**config.mk**
```make
export PLATFORM = sky130hd
export DESIGN_NAME = id_ex_issue_flat
export DESIGN_NICKNAME = d
export VERILOG_FILES = /design/src/rtl/id_ex_issue_if.sv /design/src/rtl/id_ex_issue.sv /design/src/flat_wrapper.sv
export SDC_FILE = /design/constraint.sdc
export NUM_CORES = 2
export LEC_CHECK = 0
export CAP_MARGIN = 20
export CORE_UTILIZATION = 60
export CTS_CLUSTER_DIAMETER = 120
export CTS_CLUSTER_SIZE = 12
export DETAILED_ROUTE_END_ITERATION = 12
export GPL_TIMING_DRIVEN = 1
export PLACE_DENSITY = 0.8
export SYNTH_ARGS = -nofsm -noshare
export SYNTH_HDL_FRONTEND = slang
export SYNTH_SLANG_ARGS = --single-unit
```
**constraint.sdc**
```tcl
create_clock -name clk -period 3 [get_ports clk]
set_input_delay 0.6 -clock clk [delete_from_list [all_inputs] [get_ports clk]]
set_output_delay 0.6 -clock clk [all_outputs]
set_load 0.01 [all_outputs]
```
**src/rtl/id_ex_issue_if.sv**
```systemverilog
// Fetch, writeback and ID/EX bundle for the decode/issue stage.
// slave is the stage itself; master is whatever drives fetch and writeback.
interface id_ex_issue_if #(
  parameter int XLEN = 32
);
  logic [31:0]     if_instr;
  logic            if_valid;
  logic            if_ready;
  logic            wb_en;
  logic [4:0]      wb_rd;
  logic [XLEN-1:0] wb_data;
  logic [XLEN-1:0] in1;
  logic [XLEN-1:0] in2;
  logic            id_ex_enable;
  logic [3:0]      id_ex_alu_control;
  logic [4:0]      id_ex_rd;
  logic            id_ex_mul;
  logic            illegal;

  modport slave (
    input  if_instr, if_valid, wb_en, wb_rd, wb_data,
    output if_ready, in1, in2, id_ex_enable, id_ex_alu_control, id_ex_rd, id_ex_mul, illegal
  );

  modport master (
    output if_instr, if_valid, wb_en, wb_rd, wb_data,
    input  if_ready, in1, in2, id_ex_enable, id_ex_alu_control, id_ex_rd, id_ex_mul, illegal
  );
endinterface

```
**src/rtl/id_ex_issue.sv**
```systemverilog
// Decode/issue stage: RV32I OP/OP-IMM plus MUL, local register file,
// per-register pending scoreboard with RAW stall and a registered ID/EX boundary.
module id_ex_issue #(
  parameter int XLEN = 32,
  parameter int NREG = 32
) (
  input logic         clk,
  input logic         rst_n,
  id_ex_issue_if.slave bus
);
  localparam logic [3:0] ALU_ADD  = 4'b0000;
  localparam logic [3:0] ALU_SUB  = 4'b0001;
  localparam logic [3:0] ALU_AND  = 4'b0010;
  localparam logic [3:0] ALU_OR   = 4'b0011;
  localparam logic [3:0] ALU_XOR  = 4'b0100;
  localparam logic [3:0] ALU_SLL  = 4'b0101;
  localparam logic [3:0] ALU_SRL  = 4'b0110;
  localparam logic [3:0] ALU_SRA  = 4'b0111;
  localparam logic [3:0] ALU_SLT  = 4'b1000;
  localparam logic [3:0] ALU_SLTU = 4'b1001;
  localparam logic [3:0] ALU_MUL  = 4'b1010;

  localparam logic [6:0] OPC_OP  = 7'b0110011;
  localparam logic [6:0] OPC_IMM = 7'b0010011;

  localparam logic [1:0] SRC_REG   = 2'd0;
  localparam logic [1:0] SRC_SIMM  = 2'd1;
  localparam logic [1:0] SRC_SHAMT = 2'd2;

  logic [XLEN-1:0] r_rf [NREG];
  logic [NREG-1:0] r_sb;
  logic [XLEN-1:0] r_in1, r_in2;
  logic [3:0]      r_alu;
  logic [4:0]      r_rd;
  logic            r_mul, r_en, r_ill;

  logic [6:0]      w_opcode, w_funct7;
  logic [2:0]      w_funct3;
  logic [4:0]      w_rd, w_rs1, w_rs2;
  logic            w_legal, w_uses_rs2;
  logic [3:0]      w_alu;
  logic [1:0]      w_src2;
  logic [XLEN-1:0] w_op1, w_rs2_val, w_op2;
  logic            w_wb_clr, w_pend1, w_pend2, w_stall, w_accept, w_issue;
  logic [NREG-1:0] w_clr_mask, w_set_mask;

  assign w_opcode = bus.if_instr[6:0];
  assign w_rd     = bus.if_instr[11:7];
  assign w_funct3 = bus.if_instr[14:12];
  assign w_rs1    = bus.if_instr[19:15];
  assign w_rs2    = bus.if_instr[24:20];
  assign w_funct7 = bus.if_instr[31:25];

  // Instruction decode: legality, ALU operation and operand-2 source.
  always_comb begin
    w_legal    = 1'b0;
    w_alu      = ALU_ADD;
    w_uses_rs2 = 1'b0;
    w_src2     = SRC_REG;
    case (w_opcode)
      OPC_OP: begin
        w_uses_rs2 = 1'b1;
        case (w_funct7)
          7'b0000000: begin
            w_legal = 1'b1;
            case (w_funct3)
              3'b000:  w_alu = ALU_ADD;
              3'b001:  w_alu = ALU_SLL;
              3'b010:  w_alu = ALU_SLT;
              3'b011:  w_alu = ALU_SLTU;
              3'b100:  w_alu = ALU_XOR;
              3'b101:  w_alu = ALU_SRL;
              3'b110:  w_alu = ALU_OR;
              default: w_alu = ALU_AND;
            endcase
          end
          7'b0100000: begin
            if (w_funct3 == 3'b000) begin
              w_legal = 1'b1;
              w_alu   = ALU_SUB;
            end else if (w_funct3 == 3'b101) begin
              w_legal = 1'b1;
              w_alu   = ALU_SRA;
            end else begin
              w_legal = 1'b0;
            end
          end
          7'b0000001: begin
            w_legal = (w_funct3 == 3'b000);
            w_alu   = ALU_MUL;
          end
          default: w_legal = 1'b0;
        endcase
      end
      OPC_IMM: begin
        w_legal = 1'b1;
        w_src2  = SRC_SIMM;
        case (w_funct3)
          3'b000: w_alu = ALU_ADD;
          3'b010: w_alu = ALU_SLT;
          3'b011: w_alu = ALU_SLTU;
          3'b100: w_alu = ALU_XOR;
          3'b110: w_alu = ALU_OR;
          3'b111: w_alu = ALU_AND;
          3'b001: begin
            w_src2  = SRC_SHAMT;
            w_alu   = ALU_SLL;
            w_legal = (w_funct7 == 7'b0000000);
          end
          default: begin
            w_src2 = SRC_SHAMT;
            if (w_funct7 == 7'b0000000) begin
              w_alu = ALU_SRL;
            end else if (w_funct7 == 7'b0100000) begin
              w_alu = ALU_SRA;
            end else begin
              w_legal = 1'b0;
            end
          end
        endcase
      end
      default: w_legal = 1'b0;
    endcase
  end

  // Same-cycle writeback is bypassed so a just-cleared source never reads stale data.
  assign w_op1 = (w_rs1 == 5'd0) ? {XLEN{1'b0}} :
                 (bus.wb_en && (bus.wb_rd == w_rs1)) ? bus.wb_data : r_rf[w_rs1];
  assign w_rs2_val = (w_rs2 == 5'd0) ? {XLEN{1'b0}} :
                     (bus.wb_en && (bus.wb_rd == w_rs2)) ? bus.wb_data : r_rf[w_rs2];

  // Operand-2 select between register, sign-extended immediate and shift amount.
  always_comb begin
    case (w_src2)
      SRC_SIMM:  w_op2 = {{(XLEN-12){bus.if_instr[31]}}, bus.if_instr[31:20]};
      SRC_SHAMT: w_op2 = {{(XLEN-5){1'b0}}, bus.if_instr[24:20]};
      default:   w_op2 = w_rs2_val;
    endcase
  end

  assign w_wb_clr = bus.wb_en && (bus.wb_rd != 5'd0);
  assign w_pend1  = r_sb[w_rs1] && !(w_wb_clr && (bus.wb_rd == w_rs1));
  assign w_pend2  = r_sb[w_rs2] && !(w_wb_clr && (bus.wb_rd == w_rs2));
  // Illegal encodings never stall: they are always swallowed.
  assign w_stall  = bus.if_valid && w_legal && (w_pend1 || (w_uses_rs2 && w_pend2));
  assign w_accept = bus.if_valid && !w_stall;
  assign w_issue  = w_accept && w_legal;

  assign w_clr_mask = w_wb_clr ? ({{(NREG-1){1'b0}}, 1'b1} << bus.wb_rd) : {NREG{1'b0}};
  assign w_set_mask = (w_issue && (w_rd != 5'd0)) ? ({{(NREG-1){1'b0}}, 1'b1} << w_rd)
                                                  : {NREG{1'b0}};

  // Register file write and scoreboard update; an issue set beats a writeback clear.
  always_ff @(posedge clk or negedge rst_n) begin
    if (!rst_n) begin
      for (int i = 0; i < NREG; i++) begin
        r_rf[i] <= {XLEN{1'b0}};
      end
      r_sb <= {NREG{1'b0}};
    end else begin
      if (w_wb_clr) begin
        r_rf[bus.wb_rd] <= bus.wb_data;
      end
      r_sb <= (r_sb & ~w_clr_mask) | w_set_mask;
    end
  end

  // ID/EX boundary: load on legal issue, otherwise hold with enable low.
  always_ff @(posedge clk or negedge rst_n) begin
    if (!rst_n) begin
      r_in1 <= {XLEN{1'b0}};
      r_in2 <= {XLEN{1'b0}};
      r_alu <= 4'd0;
      r_rd  <= 5'd0;
      r_mul <= 1'b0;
      r_en  <= 1'b0;
      r_ill <= 1'b0;
    end else begin
      r_en  <= w_issue;
      r_ill <= w_accept && !w_legal;
      if (w_issue) begin
        r_in1 <= w_op1;
        r_in2 <= w_op2;
        r_alu <= w_alu;
        r_rd  <= w_rd;
        r_mul <= (w_alu == ALU_MUL);
      end
    end
  end

  assign bus.if_ready          = !w_stall;
  assign bus.in1               = r_in1;
  assign bus.in2               = r_in2;
  assign bus.id_ex_enable      = r_en;
  assign bus.id_ex_alu_control = r_alu;
  assign bus.id_ex_rd          = r_rd;
  assign bus.id_ex_mul         = r_mul;
  assign bus.illegal           = r_ill;
endmodule
```
**src/flat_wrapper.sv**
```systemverilog
// flat-port wrapper written by rule: the top's interface ports become plain ports
module id_ex_issue_flat 
#(
  parameter int XLEN = 32,
  parameter int NREG = 32
)
  (clk, rst_n, bus_if_instr, bus_if_valid, bus_wb_en, bus_wb_rd, bus_wb_data, bus_if_ready, bus_in1, bus_in2, bus_id_ex_enable, bus_id_ex_alu_control, bus_id_ex_rd, bus_id_ex_mul, bus_illegal);
  id_ex_issue_if #(.XLEN(XLEN)) bus_i ();
  input logic clk;
  input logic rst_n;
  input wire logic [$bits(bus_i.if_instr)-1:0] bus_if_instr;
  input wire logic [$bits(bus_i.if_valid)-1:0] bus_if_valid;
  input wire logic [$bits(bus_i.wb_en)-1:0] bus_wb_en;
  input wire logic [$bits(bus_i.wb_rd)-1:0] bus_wb_rd;
  input wire logic [$bits(bus_i.wb_data)-1:0] bus_wb_data;
  output wire logic [$bits(bus_i.if_ready)-1:0] bus_if_ready;
  output wire logic [$bits(bus_i.in1)-1:0] bus_in1;
  output wire logic [$bits(bus_i.in2)-1:0] bus_in2;
  output wire logic [$bits(bus_i.id_ex_enable)-1:0] bus_id_ex_enable;
  output wire logic [$bits(bus_i.id_ex_alu_control)-1:0] bus_id_ex_alu_control;
  output wire logic [$bits(bus_i.id_ex_rd)-1:0] bus_id_ex_rd;
  output wire logic [$bits(bus_i.id_ex_mul)-1:0] bus_id_ex_mul;
  output wire logic [$bits(bus_i.illegal)-1:0] bus_illegal;
  assign bus_i.if_instr = bus_if_instr;
  assign bus_i.if_valid = bus_if_valid;
  assign bus_i.wb_en = bus_wb_en;
  assign bus_i.wb_rd = bus_wb_rd;
  assign bus_i.wb_data = bus_wb_data;
  assign bus_if_ready = bus_i.if_ready;
  assign bus_in1 = bus_i.in1;
  assign bus_in2 = bus_i.in2;
  assign bus_id_ex_enable = bus_i.id_ex_enable;
  assign bus_id_ex_alu_control = bus_i.id_ex_alu_control;
  assign bus_id_ex_rd = bus_i.id_ex_rd;
  assign bus_id_ex_mul = bus_i.id_ex_mul;
  assign bus_illegal = bus_i.illegal;
  id_ex_issue #(.XLEN(XLEN), .NREG(NREG)) u_core (.clk(clk), .rst_n(rst_n), .bus(bus_i));
endmodule
```
# --- Yosys cells after proc, flatten, opt, wreduce, memory -nomap -nowiden ---
# Cells that the tools add are included.
op_classes:
  mux: 38
  n_shift: 2
  eq_ne: 16
  reduce_logical: 27
  n_bitwise: 6
  order_cmp: 6
op_table:
  columns: ["cell", "n"]
  rows:
  - ["$bwmux W1024", 1]
  - ["$mux W32", 11]
  - ["$bmux W32 S5", 2]
  - ["$demux W32 S5", 1]
  - ["$pmux W32 S2", 1]
  - ["$shl A1 B5 Y32 const A", 2]
  - ["$pmux W4 S7", 2]
  - ["$and A32 B32 Y32", 1]
  - ["$not A32 Y32", 1]
  - ["$or A32 B32 Y32", 1]
  - ["$ge A6 B6 Y1 const B", 3]
  - ["$not A5 Y6", 3]
  - ["$logic_and A1 B1 Y1", 15]
  - ["$eq A7 B6 Y1 const B", 2]
  - ["$eq A3 B3 Y1 const B", 4]
  - ["$lt A5 B6 Y1 const B", 2]
  - ["$pmux W4 S3", 1]
  - ["$bmux W1 S5", 2]
  - ["$eq A5 B5 Y1", 2]
  - ["$logic_not A5 Y1", 2]
  - ["$reduce_bool A5 Y1", 2]
  - ["$mux W4", 2]
  - ["$pmux W4 S2", 1]
  - ["$eq A7 B1 Y1 const B", 1]
  - ["other kinds (17)", 30]
word_totals:
  in_bits: 73
  wordCells: 135
  ff_bits: 1132
  output_inout_bits: 77

# --- Logic depth before layout (Yosys ltp) ---
logic_depth:
  word_depth: 14
  ltp_mapped: 12
  mapped_depth_nobuf: 6

# --- Worst setup path before layout ---
# OpenSTA, ideal clock, no wires.
synth_timing:
  path_kind: "input -> register"
  startpoint: "input port bus_if_instr[21]"
  endpoint: "register u_core.r_in2[28] (netlist: u_core.bus.in2[28])"
  setup_time_ns: 0.141
  t_arrival_ns: 2.952
  setup_slack_ns: -0.093
  t_required_ns: 2.859
  n_path_buf: 5
  stages: 10
  path_cell_list: "buf_2 > buf_2 > buf_2 > buf_1 > clkbuf_1 > mux4_2 > a22oi_1 > a21oi_1 > a2111oi_0 > mux2i_1"
synth_via:
  elab_chain_cells: 10
  elab_cells_between_ends: 21
  cone_classes: "eq/ne: 1; mux: 8; bitwise: 1; reduce/logical: 11"
synth_rtl:
  columns: ["element", "line", "text"]
  rows:
  - ["from (decl)", "flat_wrapper.sv:11", "input wire logic [$bits(bus_i.if_instr)-1:0] bus_if_instr;"]
  - ["parallel branches: the longest is 10 deep, another holds $bmux W32 S5", null, null]
  - ["to (signal assigned)", "id_ex_issue.sv:172", "r_in2 <= {XLEN{1'b0}};"]
  - ["to (signal assigned)", "id_ex_issue.sv:183", "r_in2 <= w_op2;"]
  - ["to (decl)", "id_ex_issue.sv:32", "logic [XLEN-1:0] r_in1, r_in2;"]
# Several ways; the timed one is not identified. The select of a mux whose other input is x is not followed.
# A chain may end at the register's enable or synchronous reset.

# --- Final worst setup path ---
layout_timing:
  startpoint: "register u_core.r_sb[21]"
  endpoint: "output port bus_if_ready"
layout_via:
  elab_chain_cells: 7
  elab_cells_between_ends: 10
  cone_classes: "mux: 4; reduce/logical: 6"
layout_rtl:
  columns: ["element", "line", "text"]
  rows:
  - ["from (decl)", "id_ex_issue.sv:31", "logic [NREG-1:0] r_sb;"]
  - ["from (signal assigned)", "id_ex_issue.sv:159", "r_sb <= {NREG{1'b0}};"]
  - ["from (signal assigned)", "id_ex_issue.sv:164", "r_sb <= (r_sb & ~w_clr_mask) | w_set_mask;"]
  - ["$bmux W1 S5", "id_ex_issue.sv:143", "assign w_pend2 = r_sb[w_rs2] && !(w_wb_clr && (bus.wb_rd == w_rs2));"]
  - ["$mux W1 (implied by the code)", "id_ex_issue.sv:143", null]
  - ["$logic_and A1 B1 Y1", "id_ex_issue.sv:143", null]
  - ["$logic_and A1 B1 Y1", "id_ex_issue.sv:145", "assign w_stall = bus.if_valid && w_legal && (w_pend1 || (w_uses_rs2 && w_pend2));"]
  - ["$logic_or A1 B1 Y1 *", "id_ex_issue.sv:145", null]
  - ["$logic_and A1 B1 Y1 *", "id_ex_issue.sv:145", null]
  - ["$logic_not A1 Y1 *", "id_ex_issue.sv:191", "assign bus.if_ready = !w_stall;"]
  - ["to (decl)", "flat_wrapper.sv:16", "output wire logic [$bits(bus_i.if_ready)-1:0] bus_if_ready;"]
# Every way passes the cells marked *; elsewhere a longest branch is shown, timed or not. The select of a mux whose other input is x is not followed.

==> impl_metrics.toml <==
[run_status]
status = "complete, but fails checks"
violations = "setup timing"

[floorplan]
die_h_um = 319
dieArea_um2 = 102000
rows = 115
io_pins = 150
start_util = 0.609
fp.coreArea_um2 = 98900
die_w_um = 319

[pwr]
clock_power_share = 0.291
power_mw = 40.8
p_seq_frac = 0.490
intPower_mw = 29.5
p_sw_frac = 0.278
ir_drop_mv = 0.437
powerDensity_nw_per_um2 = 592
power.leakage_nw = 30.0
pwr-share-comb = 0.218
netSwitchingPower_mw = 11.3

[yosys]
ys_ff_latch = 1132
synth_nets = 4287
seq_area_frac_synth = 0.470
syn_area_um2 = 60200
syn_area_per_cell_um2 = 14.3
syn-instance-count = 4214
yosys.cell_types.count = 65
yosys-top-cells-area = "dfrtp_1 (47%), mux2_2 (20%), mux4_2 (15%), mux2i_1 (5.2%), clkbuf_1 (2.0%)"
synthArstFlopShare = 1.00
synth_edf_count = 0
ys.flop_type = "dfrtp_1"
yosysWarnings = 0
synth.most_common_cell = "dfrtp_1"
synth_top_cells_by_count = "dfrtp_1 (1132), mux2_2 (1088), mux4_2 (409)"
yosys.area.top_type_share = 0.470
yosysTopAreaCell = "dfrtp_1"

[run]
maxCapViolCount = 0

[timing]
setup_violations = 1
rsz0062_at_grt = "true"
tightestPinTransition_ns = 1.10
clock.fmax_mhz = 302
slew_violations = 0
fin_crit_sh = 1.10
fin_setup_tns_ns = -0.313
final_hold_viol_count = 0
fin_crit_ns = 3.31
skew_ns = 0.0299
maxSlewHeadroom = 0.265
setup_ws_ns = -0.313

[cts]
cts_tree = "built"
cts_max_level = 3
cts.sinks = 1132
clk_path_buf_depth = 3
cts-buffers-inserted = 104
root_buffer = "clkbuf_16"
clock_latency_ns = 0.71
clk_pin_slew_ns = 0.06

[layout]
seq_area_um2 = 28300
post-route-cell-area_um2 = 69000
nFillCells = 6432
area_growth_pct = 14.5
multiInputGateArea_um2 = 30000
instances_no_fill = 5699
nets = 4478
post-route-util = 0.698
drive_gt1_frac = 0.473

[routing]
drtIter0Drc = 5322
wl_per_cell_um = 33.5
drtPass1Iterations = 8
via_per_inst = 7.40
drt_wl_total_mm = 191
vias = 42200
detail-route-antenna-nets = 0
drc_errors = 0

[grt]
grt_pass1_wl_mm = 283
grt_use_met2 = 0.560
met3_usage = 0.100
grt.busiest_layer = "met2"
grt_pass1_vias = 43500
grtUsageTotal = 0.376
grt.met1_usage = 0.501
antenna_found_initial = 7
grt_start_max_net_pins = 109
grt-ovfl-total = 0

[placed_design]
place_area_um2 = 65900
place.gp.congestion = 0.913
place_hpwl_mm = 114
place_inst = 5570
portBuffers = 149

[worst_setup_path]
crit_type = "register to output pin"
cp.arrival_ns = 2.71
slowest_stage = "mux4_2"
cp_top_family = "multiplexers"
worst-path-buf-inv = 3
start_kind = "register"
required_ns = 2.40
crit_path_max_incr_delay_ns = 0.46
crit_chain = "buf_4 > mux4_2 > mux2i_1 > nand3_1 > nor4bb_4 > clkbuf_16 > o211ai_1 > buf_2"
cp-end-kind = "output pin"
crit_fanout = 2

[min_path]
worstHoldPathType = "register to register"
==> layout make-up <==
class | count | area share
Clock inverter | 3 | 0.000544
Tap cell | 1287 | 0.0233
Multi-Input combinational cell | 2552 | 0.435
Sequential cell | 1132 | 0.411
Timing Repair Buffer | 556 | 0.0880
Inverter | 59 | 0.00323
Antenna cell | 3 | 0.000109
Clock buffer | 107 | 0.0388
==> cell families (layout without fill, tap and decap cells) <==
group,Yosys count,after routing,share of synthesized area
AND/OR/NAND/NOR,227,227,0.0195
buffers and inverters,530,725,0.0372
XOR/XNOR,11,11,0.00160
multiplexers,1808,1808,0.408
other,0,3,0
AO/OA/AOI/OAI,506,506,0.0632
flip-flops,1132,1132,0.470
==> power groups by stage <==
stage	Clock (mW)	Combinational, mW	Sequential [mW]
after global routing	12.6	9.45	20.3
after CTS	12.0	8.83	19.9
final	11.9	8.92	20.0
after global placement	0	8.50	19.9
after detailed placement	0	8.77	20.1
after floorplan	0	6.35	19.5
==> per-stage QoR <==
| step | worst slack, ns | hold WS (ns) |
|---|---|---|
| 2_1_floorplan | -0.0346 | 0.304 |
| 3_3_place_gp | -1.26 | 0.379 |
| 3_5_place_dp | -1.32 | 0.388 |
| 4_1_cts | -0.306 | 0.401 |
| 5_1_grt | -0.398 | 0.412 |
| 6_report | -0.313 | 0.401 |
==> per-layer routing <==
metal  share of wire  vias up
li1                -    16600
met1            0.37    22000
met2            0.45     2834
met3            0.12      711
met4           0.064        6
met5         0.00015        -
==> what timing repair did <==
item / 4_1_cts / 5_1_grt
setup endpoints to repair: 107 / 42
hold buffers: 1 / 0
pin swaps: 3 / 5
gates resized for setup: 15 / 23
gates cloned: 0 / 3
setup buffers: 2 / 11
hold endpoints to repair: 42 / 0
==> layout by cell type, fill, tap and decap left out, types with 23 or more instances in the layout <==
cell type        synthesis  final
a221oi_1               115    114
mux4_2                 409    409
o21ai_0                 86     86
buf_12                   0    111
mux2i_1                310    310
mux2_2                1088   1088
inv_1                   57     56
nor3_1                  25     23
a32o_1                  36     36
nand2_1                 54     43
o221ai_1                40     40
clkbuf_16                0    111
nor2_1                  53     36
dfrtp_1               1132   1132
a22oi_1                 51     51
a2111oi_0               30     27
clkdlybuf4s50_1          0    136
buf_4                   37    289
a21oi_1                 64     63
==> worst paths after layout <==
check	startpoint	endpoint	slack [ns]	depth (start not counted)
worst max-delay path	u_core.r_sb[21]	bus_if_ready	-0.31	8
worst min-delay path	u_core.r_rf[1005]	u_core.r_rf[1005]	0.40	0
worst max register to register	u_core.r_sb[21]	u_core.bus.in1[16]	0.03	11
worst min register to register	u_core.r_rf[1005]	u_core.r_rf[1005]	0.40	0
max in group asynchronous	rst_n	u_core.r_rf[480]	1.55	4
min in group asynchronous	rst_n	u_core.bus.in2[28]	0.43	2
==> flip-flops by register name, indices dropped and copies added (netlist names) <==
name,count
u_core.bus.id_ex_enable,1
u_core.bus.id_ex_mul,1
u_core.bus.in2,32
u_core.bus.id_ex_rd,5
u_core.bus.id_ex_alu_control,4
u_core.bus.in1,32
u_core.r_rf,1024
u_core.r_sb,32
u_core.bus.illegal,1
(Power assumes the default switching activity.)
